==> config.mk <==
export PLATFORM = sky130hd
export DESIGN_NAME = gremlin_spawn_ctl
export DESIGN_NICKNAME = d
export VERILOG_FILES = /design/src/rtl/gremlin_spawn_ctl_pkg.sv /design/src/rtl/gremlin_slot_ctl.sv /design/src/rtl/gremlin_spawn_ctl.sv
export SDC_FILE = /design/constraint.sdc
export NUM_CORES = 1
export LEC_CHECK = 0
export BUFFER_PORTS_ARGS = -buffer_cell sky130_fd_sc_hd__buf_4
export CORE_MARGIN = 10
export CORE_UTILIZATION = 59
export DETAILED_ROUTE_END_ITERATION = 7
export PLACE_DENSITY = 0.79
export SYNTH_ARGS = -nofsm -noshare
export SYNTH_HDL_FRONTEND = slang
export SYNTH_SLANG_ARGS = --single-unit
==> constraint.sdc <==
create_clock -name clk_i -period 3.17 [get_ports clk_i]
set_clock_uncertainty 0.2 [all_clocks]
set_input_delay 0.634 -clock clk_i [delete_from_list [all_inputs] [get_ports clk_i]]
set_output_delay 0.634 -clock clk_i [all_outputs]
set_load 0.01 [all_outputs]
==> src/rtl/gremlin_spawn_ctl_pkg.sv <==
// Shared constants for the gremlin spawn scheduler: slot state encodings,
// default slot count and the frame LFSR step.
package gremlin_spawn_ctl_pkg;

    localparam int GREM_N_DEFAULT = 2;

    localparam logic [1:0] GS_IDLE  = 2'd0;
    localparam logic [1:0] GS_ALIVE = 2'd1;
    localparam logic [1:0] GS_DEAD  = 2'd2;

    // Fibonacci taps 8,6,5,4 as a mask over bits [7:0]
    localparam logic [7:0] LFSR_TAPS = 8'hB8;

    typedef logic [7:0] frame_timer_t;

    function automatic logic [7:0] lfsr_next(input logic [7:0] cur);
        return {cur[6:0], ^(cur & LFSR_TAPS)};
    endfunction

endpackage

==> src/rtl/gremlin_slot_ctl.sv <==
// One gremlin slot: IDLE -> ALIVE on game start, ALIVE -> DEAD on hit,
// DEAD counts frame ticks down to respawn. game_on low forces IDLE.
module gremlin_slot_ctl
    import gremlin_spawn_ctl_pkg::*;
(
    input  logic         clk_i,
    input  logic         rst_i,
    input  logic         game_on_i,
    input  logic         game_start_i,
    input  logic         frame_tick_i,
    input  logic         hit_i,
    input  frame_timer_t load_val_i,
    output logic         enable_o,
    output logic         hit_acc_o
);

    logic [1:0]   state_q, state_d;
    frame_timer_t timer_q, timer_d;
    logic         enable_q;

    assign hit_acc_o = game_on_i & hit_i & (state_q == GS_ALIVE);
    assign enable_o  = enable_q;

    always_comb begin
        state_d = state_q;
        timer_d = timer_q;
        if (!game_on_i) begin
            state_d = GS_IDLE;
            timer_d = '0;
        end else begin
            case (state_q)
                GS_IDLE: begin
                    if (game_start_i) state_d = GS_ALIVE;
                end
                GS_ALIVE: begin
                    if (hit_i) begin
                        state_d = GS_DEAD;
                        timer_d = load_val_i;
                    end
                end
                GS_DEAD: begin
                    // timer <= 1 also covers a zero load, so a slot can never stick dead
                    if (frame_tick_i) begin
                        if (timer_q <= 8'd1) begin
                            state_d = GS_ALIVE;
                            timer_d = '0;
                        end else begin
                            timer_d = timer_q - 8'd1;
                        end
                    end
                end
                default: begin
                    state_d = GS_IDLE;
                    timer_d = '0;
                end
            endcase
        end
    end

    always_ff @(posedge clk_i) begin
        if (rst_i) begin
            state_q  <= GS_IDLE;
            timer_q  <= '0;
            enable_q <= 1'b0;
        end else begin
            state_q  <= state_d;
            timer_q  <= timer_d;
            enable_q <= (state_d == GS_ALIVE);
        end
    end

endmodule

==> src/rtl/gremlin_spawn_ctl.sv <==
// Frame-based gremlin scheduler: vsync/game_on edge detect, delay LFSR,
// per-slot FSMs and the saturating kill score.
module gremlin_spawn_ctl
    import gremlin_spawn_ctl_pkg::*;
#(
    parameter int         N_GREM       = GREM_N_DEFAULT,
    parameter int         RESPAWN_BASE = 60,
    parameter bit         RAND_EN      = 1'b1,
    parameter int         RAND_BITS    = 5,
    parameter int         SCORE_W      = 10,
    parameter logic [7:0] LFSR_SEED    = 8'hA5
)(
    input  logic               clk_i,
    input  logic               rst_i,
    input  logic               game_on_i,
    input  logic               vsync_in_i,
    input  logic [N_GREM-1:0]  grem_hit_i,
    output logic [N_GREM-1:0]  grem_enable_o,
    output logic [SCORE_W-1:0] score_o,
    output logic               kill_pulse_o
);

    localparam int           CNT_W     = $clog2(N_GREM + 1);
    localparam int           SUM_W     = SCORE_W + CNT_W;
    localparam logic [7:0]   RAND_MASK = 8'((1 << RAND_BITS) - 1);
    localparam logic [7:0]   BASE_VAL  = 8'(RESPAWN_BASE);
    localparam logic [SUM_W-1:0] SCORE_MAX = {{CNT_W{1'b0}}, {SCORE_W{1'b1}}};

    logic               vsync_q;
    logic               game_on_q;
    logic [7:0]         lfsr_q;
    logic [SCORE_W-1:0] score_q, score_d;
    logic               kill_q;

    logic               frame_tick;
    logic               game_start;
    frame_timer_t       load_val;
    logic [N_GREM-1:0]  hit_acc;
    logic [N_GREM-1:0]  enable;
    logic [CNT_W-1:0]   hit_cnt;
    logic [SUM_W-1:0]   score_sum;

    assign frame_tick = vsync_in_i & ~vsync_q;
    assign game_start = game_on_i & ~game_on_q;
    assign load_val   = BASE_VAL + (RAND_EN ? (lfsr_q & RAND_MASK) : 8'd0);

    for (genvar g = 0; g < N_GREM; g++) begin : g_slot
        gremlin_slot_ctl u_slot (
            .clk_i        (clk_i),
            .rst_i        (rst_i),
            .game_on_i    (game_on_i),
            .game_start_i (game_start),
            .frame_tick_i (frame_tick),
            .hit_i        (grem_hit_i[g]),
            .load_val_i   (load_val),
            .enable_o     (enable[g]),
            .hit_acc_o    (hit_acc[g])
        );
    end

    always_comb begin
        hit_cnt = '0;
        for (int i = 0; i < N_GREM; i++) begin
            hit_cnt = hit_cnt + CNT_W'(hit_acc[i]);
        end
        score_sum = {{CNT_W{1'b0}}, score_q} + {{SCORE_W{1'b0}}, hit_cnt};
        score_d   = score_q;
        if (game_start) begin
            score_d = '0;
        end else if (score_sum > SCORE_MAX) begin
            score_d = '1;
        end else begin
            score_d = score_sum[SCORE_W-1:0];
        end
    end

    always_ff @(posedge clk_i) begin
        if (rst_i) begin
            vsync_q   <= 1'b0;
            game_on_q <= 1'b0;
            lfsr_q    <= LFSR_SEED;
            score_q   <= '0;
            kill_q    <= 1'b0;
        end else begin
            vsync_q   <= vsync_in_i;
            game_on_q <= game_on_i;
            lfsr_q    <= lfsr_next(lfsr_q);
            score_q   <= score_d;
            kill_q    <= |hit_acc;
        end
    end

    assign grem_enable_o = enable;
    assign score_o       = score_q;
    assign kill_pulse_o  = kill_q;

endmodule
==> out/results.tsv, run 1 <==
stage	metric	value	unit
run_status	outcome	completed	
timing	hold-worst-slack	0.218	ns
cells_and_area	final_cell_mix	dfxtp_1 (43), nor2_1 (22), buf_4 (22), inv_1 (20), a21oi_1 (18)	
routing	drtPass1Iterations	4	
synthesis	netlist_area	2320	µm²
cts	clock-sinks	43	
cells_and_area	layout.nets	310	
routing	drc	0	
cts	worst_skew_pair.late_latency	0.30	ns
cells_and_area	n_antenna_cell	0	
timing	tns	0	ns
grt	top_usage_layer	met2	
critical_path	critical_path_class	flop to flop	
grt	grt_overflow	0	
critical_path	critPathMaxFanout	8	
timing	fin_crit	2.68	ns
power_and_ir_drop	cellPowerDensity	448	nW/µm²
cts	cts_resized	0	
routing	ant_nets	0	
routing	post_drt_wl_per_cell	15.3	µm
critical_path	start_kind	flop	
synthesis	async_flop_share	0	%
critical_path	required	3.20	ns
critical_path	endpoint_kind	flop	
synthesis	synth_top_cell_area_share	37.0	%
synthesis	synth_area_leader_cell	dfxtp_1	
synthesis	netlist_top_cells_area	dfxtp_1 (37%), ha_1 (8.1%), a21oi_1 (3.9%)	
cts	hold_buffers	0	
grt	grt_util_met2	26.0	%
cts	postCtsSetupBuffers	0	
timing	slew_viol_final	0	
floorplan	io_pins	19	
routing	first_iter_violations	178	
cts	cts-buffers-inserted	5	
cts	cts_tree	built	
critical_path	cp_cell_sequence	inv_1 -> ha_1 -> nand3_1 -> fa_1 -> inv_1 -> ha_1 -> nand3_1 -> or3_1 -> a21oi_1	
power_and_ir_drop	p_leak	1.08	nW
synthesis	synth_nets	291	
synthesis	synth-main-ff-cell	dfxtp_1	
place	hpwlAfterDp	3840	µm
timing	slew_headroom	67.6	%
cts	clk_pin_slew	0.09	ns
grt	grt_use_met1	20.2	%
timing	setup_violations	0	
critical_path	critPathArrivalTime	2.71	ns
grt	antenna_found_initial	0	
synthesis	synth-edff-count	0	
flow_run	drv_cap	0	
floorplan	die_w	82.8	µm
synthesis	ys_types	48	
synthesis	yosysWarnings	0	
grt	grt_pass1_vias	1914	
place	routabilityCongestion	0.912	
cells_and_area	syn_to_final_growth	13.4	%
routing	vias	1961	
cts	htreeDepth	2	
timing	rsz0062_at_grt	false	
cells_and_area	drive_gt1_share	15.2	%
synthesis	netlist_instances	269	
synthesis	syn_avg_cell_area	8.64	µm²
timing	post-route-period-util	84.6	%
grt	grt.met3_usage	3.45	%
critical_path	crit_path_top_delay_cell	or3_1	
timing	tightestPinTransition	0.483	ns
routing	drt-total-wl	5160	µm
cts	cts_root_buffer	clkbuf_8	
timing	fmax	373	MHz
grt	grt_start_max_net_pins	18	
grt	grt.total_usage	16.0	%
synthesis	synth-seq-cells	43	
floorplan	dieArea	6850	µm²
synthesis	yosysSeqAreaShare	37.0	%
place	numPortBuffers	18	
power_and_ir_drop	vdd_drop_max	278	µV
timing	hold_viol_final	0	
floorplan	start_util	62.1	%
floorplan	num_rows	22	
cts	cts.path.max_buffers	2	
hold_path	hp-class	flop to flop	
floorplan	die_y	82.8	µm
cells_and_area	final_common_cell	dfxtp_1	
routing	vias_per_cell	5.82	
grt	grt_pass1_wl	8660	µm
critical_path	critPathMaxStageDelay	0.49	ns
floorplan	core_area	3740	µm²
## final timing paths
path	cells after the start	slack, ns	to	from
max	9	0.49	score_o[1]$_SDFF_PP0_	g_slot[0].u_slot.state_q[1]$_SDFF_PP0_
min	1	0.22	lfsr_q[7]$_SDFF_PP1_	lfsr_q[6]$_SDFF_PP0_
max reg2reg	9	0.49	score_o[1]$_SDFF_PP0_	g_slot[0].u_slot.state_q[1]$_SDFF_PP0_
min reg2reg	1	0.22	lfsr_q[7]$_SDFF_PP1_	lfsr_q[6]$_SDFF_PP0_
## registers in the layout, indices dropped and copies added (netlist names)
signal                  flops
g_slot.u_slot.enable_o      2
g_slot.u_slot.state_q       4
g_slot.u_slot.timer_q      16
game_on_q                   1
kill_pulse_o                1
lfsr_q                      8
score_o                    10
vsync_q                     1
## layer usage
metal	vias up	wire (µm)
met3	9	217
met2	50	2420
li1	990	-
met1	912	2430
met4	0	91
met5	-	0
## critical path: cells and delay by family (launching register included)
family          cells  cell delay [ns]
compound gates      1             0.20
fa+ha+maj           3             0.91
flops               1             0.34
simple gates        3             0.78
buf+inv             2             0.17
## area by class of cell
| type | count | area, µm² |
|---|---|---|
| tap | 48 | 60.1 |
| fill | 305 | 1110 |
| clock buffer | 5 | 68.8 |
| inverter | 20 | 75.1 |
| sequential | 43 | 861 |
| timing repair buffer | 22 | 165 |
| multi-input combinational | 196 | 1340 |
| clock inverter | 3 | 67.6 |
## through the flow
step	instance area, µm²	instances	worst slack, ns	total power (W)	util (%)
after detailed placement	2500	329	0.477	0.000677	66.8
after global routing	2640	337	0.295	0.00122	70.4
after floorplan	2320	269	0.637	0.000647	-
after CTS	2640	337	0.479	0.00118	70.4
after global placement	2500	329	0.589	0.000674	66.8
final	2640	337	0.487	0.00118	70.4
## Yosys cell counts, types with 2 or more instances
library cell,n
dfxtp_1,43
nor2_1,22
inv_1,20
a21oi_1,18
ha_1,15
nand2_1,12
nand3_1,11
o21ai_0,11
nand2b_1,9
nor2b_1,8
a31oi_1,7
nand4_1,7
nor3_1,7
or2_2,6
xnor2_1,6
o22ai_1,5
xor2_1,5
buf_2,4
clkbuf_1,4
nor4_1,4
a211o_1,3
and4b_1,3
mux2i_1,3
o21a_1,3
or3_1,3
a21o_1,2
a2bb2oi_1,2
and2_1,2
and3_1,2
buf_4,2
nor3b_1,2
o31ai_1,2
## cell families after synthesis
logic type,share of synthesized area [%]
flops,37.0
xor+xnor,4.14
mux,1.29
compound gates,18.2
simple gates,25.0
buf+inv,5.38
fa+ha+maj,8.93
## power by group
group / leakage, nW / internal, W / total [W] / switching, W
Clock: 0.0644 / 0.000314 / 0.000514 / 0.000200
Combinational: 0.661 / 0.0000420 / 0.000101 / 0.0000587
Sequential: 0.350 / 0.000554 / 0.000565 / 0.0000110
Total: 1.08 / 0.000911 / 0.00118 / 0.000270
(Power assumes the default switching activity.)
==> run 2: changes to the inputs <==
- ABC_AREA: not set -> 1
- CORE_UTILIZATION: 59 -> 54
- PLACE_DENSITY: 0.79 -> 0.76
- clock period: 3.17 -> 2.3 ns (I/O delays scaled with it)
==> run 2 against run 1 <==
Against the previous run:
- setup slack lost 0.37 ns
- critical path depth grew 3
- global-route usage shrank 1.8 points
- via count grew 12%
- critical path type unchanged
- critical endpoint is now score_o[7]$_SDFF_PP0_
- highest routed layer unchanged
==> out/results.tsv, run 2 <==
stage	metric	value	unit
run_status	outcome	completed	
synthesis	netlist_area	2470	µm²
routing	vias_per_cell	5.08	
cells_and_area	syn_to_final_growth	15.5	%
critical_path	critPathArrivalTime	2.24	ns
synthesis	synth-seq-cells	43	
critical_path	critPathMaxFanout	7	
timing	fin_crit	2.19	ns
grt	grt_overflow	0	
critical_path	cp_num_buf_inv	3	
floorplan	start_util	56.4	%
synthesis	netlist_instances	351	
routing	vias	2188	
synthesis	synth-compound-area-share	8.95	%
power_and_ir_drop	p_leak	1.35	nW
place	numPortBuffers	18	
timing	slew_viol_final	0	
critical_path	worstSetupPathDepth	12	
timing	tightestPinTransition	0.511	ns
cells_and_area	final_cell_mix	nand2_1 (92), inv_1 (47), dfxtp_1 (41), nor2_1 (39), buf_4 (25)	
synthesis	synth_area_leader_cell	dfxtp_1	
cells_and_area	layout.nets	400	
place	placed_cell_area	2690	µm²
synthesis	synth_nets	373	
cells_and_area	n_antenna_cell	0	
power_and_ir_drop	switching_share	24.6	%
critical_path	crit_path_top_delay_cell	fa_2	
power_and_ir_drop	intPower	0.00108	W
routing	ant_nets	0	
cells_and_area	largest_reg_flops	16	
critical_path	endpoint_kind	flop	
synthesis	synth_adder_area_share	8.40	%
cells_and_area	multi_input_area	1440	µm²
cells_and_area	design_area	2860	µm²
floorplan	num_rows	24	
critical_path	r2r_start	g_slot[1].u_slot.state_q[1]$_SDFF_PP0_	
power_and_ir_drop	combPwrFrac	8.5	%
synthesis	synth-edff-count	0	
power_and_ir_drop	p_sw	0.000353	W
place	dp.cells	421	
cts	clk_pin_slew	0.08	ns
floorplan	core_area	4380	µm²
synthesis	yosysWarnings	0	
synthesis	ys_types	31	
grt	grt_start_max_net_pins	15	
routing	drt-total-wl	5190	µm
synthesis	async_flop_share	0	%
flow_run	drv_cap	0	
grt	antenna_found_initial	0	
floorplan	dieArea	7690	µm²
timing	setup_violations	0	
synthesis	synth-main-ff-cell	dfxtp_1	
critical_path	cp_cell_sequence	inv_2 -> ha_2 -> nand3_2 -> fa_2 -> inv_2 -> ha_4 -> nand3_4 -> nor3_4 -> nand2_2 -> nand2_2 -> o21ai_1 -> inv_1	
synthesis	synth-simple-area-share	33.3	%
cells_and_area	final_common_cell	nand2_1	
cts	clock-sinks	43	
synthesis	yosysSeqAreaShare	34.8	%
synthesis	synth.most_common_cell	nand2_1	
floorplan	io_pins	19	
synthesis	syn_avg_cell_area	7.05	µm²
cells_and_area	regMostFlops	g_slot.u_slot.timer_q	
hold_path	hp-class	input port to flop	
power_and_ir_drop	seqPwrFrac	54.0	%
cts	cts_root_buffer	clkbuf_8	
cells_and_area	seq_area	863	µm²
cts	cts_tree	built	
cts	worst_skew_pair.late_latency	0.30	ns
synthesis	netlist_top_cells_area	dfxtp_1 (35%), nand2_1 (14%), ha_1 (7.6%)	
synthesis	synthXorXnorAreaFrac	4.96	%
timing	post-route-period-util	95.1	%
grt	grt.total_usage	14.2	%
critical_path	cp_top_family	adder cells	
grt	grt_pass1_vias	2035	
cells_and_area	drive_gt1_share	19.5	%
power_and_ir_drop	p_clk_share	37.5	%
synthesis	ys_top_cells_by_count	nand2_1 (93), inv_1 (50), dfxtp_1 (43)	
critical_path	critical_path_class	flop to flop	
hold_path	min_path_cells	3	
floorplan	die_y	87.7	µm
synthesis	synth_top_cell_area_share	34.8	%
hold_path	worstHoldStart	vsync_in_i	
critical_path	start_kind	flop	
synthesis	synth_top_family_by_area	simple AND/OR/NAND/NOR gates	
timing	hold_viol_final	0	
critical_path	critPathMaxStageDelay	0.35	ns
critical_path	required	2.35	ns
critical_path	worstRegToRegCells	12	
timing	slew_headroom	65.9	%
cells_and_area	fillCellCount	396	
critical_path	rrSetupSlack	0.11	ns
cts	cts.path.max_buffers	2	
place	hpwlAfterDp	4050	µm
critical_path	worstReg2RegEnd	score_o[7]$_SDFF_PP0_	
power_and_ir_drop	cellPowerDensity	501	nW/µm²
timing	hold-worst-slack	0.168	ns
routing	first_iter_violations	99	
hold_path	holdPathEnd	vsync_q$_SDFF_PP0_	
cells_and_area	finalNonFillerCells	431	
power_and_ir_drop	vdd_drop_max	313	µV
cts	cts-buffers-inserted	5	
routing	post_drt_wl_per_cell	12.0	µm
synthesis	synthMuxAreaShare	0	%
place	routabilityCongestion	0.871	
routing	drtPass1Iterations	4	
routing	drc	0	
timing	fmax	457	MHz
cts	htreeDepth	2	
floorplan	die_w	87.7	µm
grt	grt_pass1_wl	8870	µm
-- run 2: changes by cell type after synthesis, moves of 5 or more --
cell and change:
a21oi_1 +5, a31oi_1 -7, inv_1 +30, nand2_1 +81
nand2b_1 -9, nand3_1 +7, nor2_1 +17, nor2_2 +6
nor2b_1 -8, nor3_1 -5, o21ai_0 -7, o21ai_1 +5
o22ai_1 -5
-- run 2: metal layers --
layer	track usage [%]	wire length (µm)	vias to the layer above
met2	22.8	2410	36
met5	0	0	-
li1	-	-	1143
met4	4.35	59	0
met1	17.7	2530	1005
met3	4.36	192	4
-- run 2: worst reg2reg max path, cell delays in order (launching register included) --
cell	delay, ns
dfxtp_1	0.34
inv_2	0.07
ha_2	0.18
nand3_2	0.08
fa_2	0.36
inv_2	0.08
ha_4	0.14
nand3_4	0.09
nor3_4	0.25
nand2_2	0.15
nand2_2	0.09
o21ai_1	0.05
inv_1	0.05
-- run 2: repair_timing --
action                                 in CTS  in global routing
pin swaps                                   1                  2
endpoints found under the hold margin       0                  0
hold buffers                                0                  0
buffers inserted                            0                  2
gates resized for setup                     0                 14
setup endpoints to repair                   2                 10
-- run 2: worst max path at each step --
stage	from	to	slack [ns]
floorplan	g_slot[1].u_slot.state_q[1]$_SDFF_PP0_	score_o[7]$_SDFF_PP0_	0.01
global placement	game_on_i	score_o[7]$_SDFF_PP0_	0.04
detailed placement	g_slot[0].u_slot.state_q[1]$_SDFF_PP0_	score_o[7]$_SDFF_PP0_	-0.009
CTS	g_slot[0].u_slot.state_q[1]$_SDFF_PP0_	score_o[7]$_SDFF_PP0_	0.02
global route	g_slot[1].u_slot.state_q[1]$_SDFF_PP0_	score_o[3]$_SDFF_PP0_	-0.02
finish	g_slot[1].u_slot.state_q[1]$_SDFF_PP0_	score_o[7]$_SDFF_PP0_	0.11
-- run 2: layout make-up --
type,count,share of cell area (%)
multi-input combinational,249,50.2
clock buffer,7,3.37
sequential,43,30.2
inverter,54,7.09
clock inverter,1,0.263
timing repair buffer,25,6.57
tap,52,2.28
-- run 2: kinds of logic after synthesis --
| kind of cell | count (synthesis) |
|---|---|
| xor gates and xnor gates | 14 |
| AOI/OAI and AO/OA | 38 |
| DFF | 43 |
| adders and majority gates | 16 |
| and+or+nand+nor | 181 |
| buffers and inverters | 59 |
-- run 2: power groups by stage --
stage / Combinational, W / Sequential, W / Clock, W
final: 0.000122 / 0.000774 / 0.000537
after global routing: 0.000139 / 0.000776 / 0.000575
after CTS: 0.000121 / 0.000773 / 0.000548
after detailed placement: 0.000121 / 0.000791 / 0
after global placement: 0.000119 / 0.000790 / 0
after floorplan: 0.0000874 / 0.000788 / 0
-- run 2: stage by stage --
| step | TNS (ns) | util (%) | worst slack, ns | power [W] |
|---|---|---|---|---|
| after floorplan | 0 | - | 0.0132 | 0.000875 |
| final | 0 | 65.2 | 0.112 | 0.00143 |
| after global placement | 0 | 61.4 | 0.0415 | 0.000909 |
| after global routing | -0.0320 | 65.2 | -0.0212 | 0.00149 |
| after detailed placement | -0.0163 | 61.4 | -0.00876 | 0.000912 |
| after CTS | 0 | 63.8 | 0.0214 | 0.00144 |
==> run 3: changes to the inputs <==
- CORE_UTILIZATION: 54 -> 44
- PLACE_DENSITY: 0.76 -> not set
==> run 3 against run 2 <==
Against the previous run:
- sequential power about the same
- final cell count rose by 5.3%
- die area increased by 17%
- wire length grew 1.2%
- global-route usage is 2.1 points lower
- worst hold slack improved by 0.014 ns
- setup slack worse by 0.058 ns
- first-iteration DRC count fell by 31%
- combinational power about the same
- critical path type unchanged
- critical endpoint is now score_o[8]$_SDFF_PP0_
==> out/results.tsv, run 3 (synthesis results as in run 2) <==
stage	metric	value	unit
power_and_ir_drop	p_total	0.00149	W
grt	grt_pass1_vias	1981	
critical_path	critical_path_class	flop to flop	
cts	clk_pin_slew	0.08	ns
timing	slew_headroom	64.6	%
power_and_ir_drop	vdd_drop_max	312	µV
cts	hold_buffers	0	
routing	vias	2141	
timing	tightestPinTransition	0.530	ns
grt	grt.total_usage	12.1	%
cells_and_area	n_antenna_cell	0	
timing	hold-worst-slack	0.183	ns
cts	cts_tree	built	
critical_path	critPathMaxFanout	3	
grt	grt_start_max_net_pins	15	
place	routabilityCongestion	0.823	
grt	grt_overflow	0	
routing	post_drt_wl_per_cell	11.6	µm
cells_and_area	drive_gt1_share	19.4	%
cts	cts-buffers-inserted	5	
cells_and_area	multi_input_area	1430	µm²
critical_path	endpoint_kind	flop	
cells_and_area	regMostFlops	g_slot.u_slot.timer_q	
routing	ant_nets	0	
cts	cts_root_buffer	clkbuf_8	
floorplan	start_util	45.2	%
floorplan	io_pins	19	
critical_path	critical_path.startpoint	g_slot[1].u_slot.state_q[1]$_SDFF_PP0_	
critical_path	rrSetupSlack	0.05	ns
place	numPortBuffers	18	
timing	post-route-period-util	97.6	%
routing	vias_per_cell	4.72	
power_and_ir_drop	cellPowerDensity	511	nW/µm²
cells_and_area	largest_reg_flops	16	
cells_and_area	final_common_cell	nand2_1	
routing	drc	0	
routing	drtPass1Iterations	4	
cts	cts.path.max_buffers	2	
hold_path	worstHoldStart	vsync_in_i	
grt	grt_pass1_wl	8860	µm
floorplan	core_area	5470	µm²
grt	antenna_found_initial	0	
cells_and_area	design_area	2910	µm²
timing	slew_viol_final	0	
floorplan	die_y	95.0	µm
place	hpwlAfterDp	4000	µm
timing	fin_crit	2.25	ns
run_status	outcome	completed	
hold_path	hp-class	input port to flop	
critical_path	r2r_start	g_slot[1].u_slot.state_q[1]$_SDFF_PP0_	
critical_path	required	2.32	ns
cts	worst_skew_pair.late_latency	0.30	ns
cells_and_area	syn_to_final_growth	17.6	%
timing	hold_viol_final	0	
cells_and_area	seq_area	863	µm²
place	dp.cells	444	
place	placed_cell_area	2740	µm²
critical_path	start_kind	flop	
floorplan	dieArea	9020	µm²
floorplan	die_w	95.0	µm
cells_and_area	finalNonFillerCells	454	
cells_and_area	layout.nets	404	
routing	first_iter_violations	68	
power_and_ir_drop	p_leak	1.37	nW
timing	fmax	445	MHz
cells_and_area	fillCellCount	550	
cts	clock-sinks	43	
cts	htreeDepth	2	
cells_and_area	final_cell_mix	nand2_1 (93), inv_1 (48), dfxtp_1 (41), nor2_1 (39), buf_4 (29)	
critical_path	critPathArrivalTime	2.26	ns
floorplan	num_rows	27	
flow_run	drv_cap	0	
timing	setup_violations	0	
routing	drt-total-wl	5250	µm
timing	tns	0	ns
## run 3: cell count changes in the layout (fill, tap and decap cells not counted), sizes merged
cell,before,now
buf,25,29
bufinv,0,1
clkbuf,7,5
## run 3: critical path, cell delays in order, from the launching register on
cell      delay (ns)
dfxtp_1         0.32
inv_1           0.07
ha_2            0.19
nand3_2         0.08
fa_2            0.35
inv_2           0.08
ha_4            0.14
nand3_4         0.09
nor3_4          0.28
buf_4           0.16
a21oi_1         0.05
a211oi_1        0.15
## run 3: metal layers
metal / GRT usage [%] / vias up / part of all wire, %
met5: 0 / - / 0
met4: 3.99 / 0 / 1.1
met3: 3.65 / 6 / 4.0
met2: 18.3 / 26 / 44
met1: 15.9 / 961 / 51
li1: - / 1148 / -
## run 3: what timing repair did
action	in CTS	in global routing
buffers inserted	0	3
pin swaps	1	1
endpoints found under the setup margin	2	9
resized for setup	0	11
hold endpoints to repair	0	0
## run 3: final timing paths
check / cells past startpoint / to
max: 11 / score_o[8]$_SDFF_PP0_
min: 3 / vsync_q$_SDFF_PP0_
max reg2reg: 11 / score_o[8]$_SDFF_PP0_
min reg2reg: 1 / lfsr_q[7]$_SDFF_PP1_
## run 3: per-stage QoR
step / setup slack [ns] / utilization, %
after floorplan: 0.0132 / -
after global placement: -0.00827 / 50.0
after detailed placement: -0.0252 / 50.0
after CTS: 0.0287 / 52.0
after global routing: -0.0262 / 53.1
final: 0.0542 / 53.1
## run 3: layout make-up
type                       instances  area share [%]
multi-input combinational        249            49.1
sequential                        43            29.7
timing repair buffer              29            7.49
inverter                          54            6.97
tap                               72            3.10
clock buffer                       5            2.37
clock inverter                     2            1.29
## run 3: report_power, final
| group | total [W] | internal [W] | switching (W) |
|---|---|---|---|
| clock | 0.000590 | 0.000318 | 0.000272 |
| sequential | 0.000773 | 0.000762 | 0.0000109 |
| combinational | 0.000124 | 0.0000451 | 0.0000787 |
| total | 0.00149 | 0.00113 | 0.000361 |
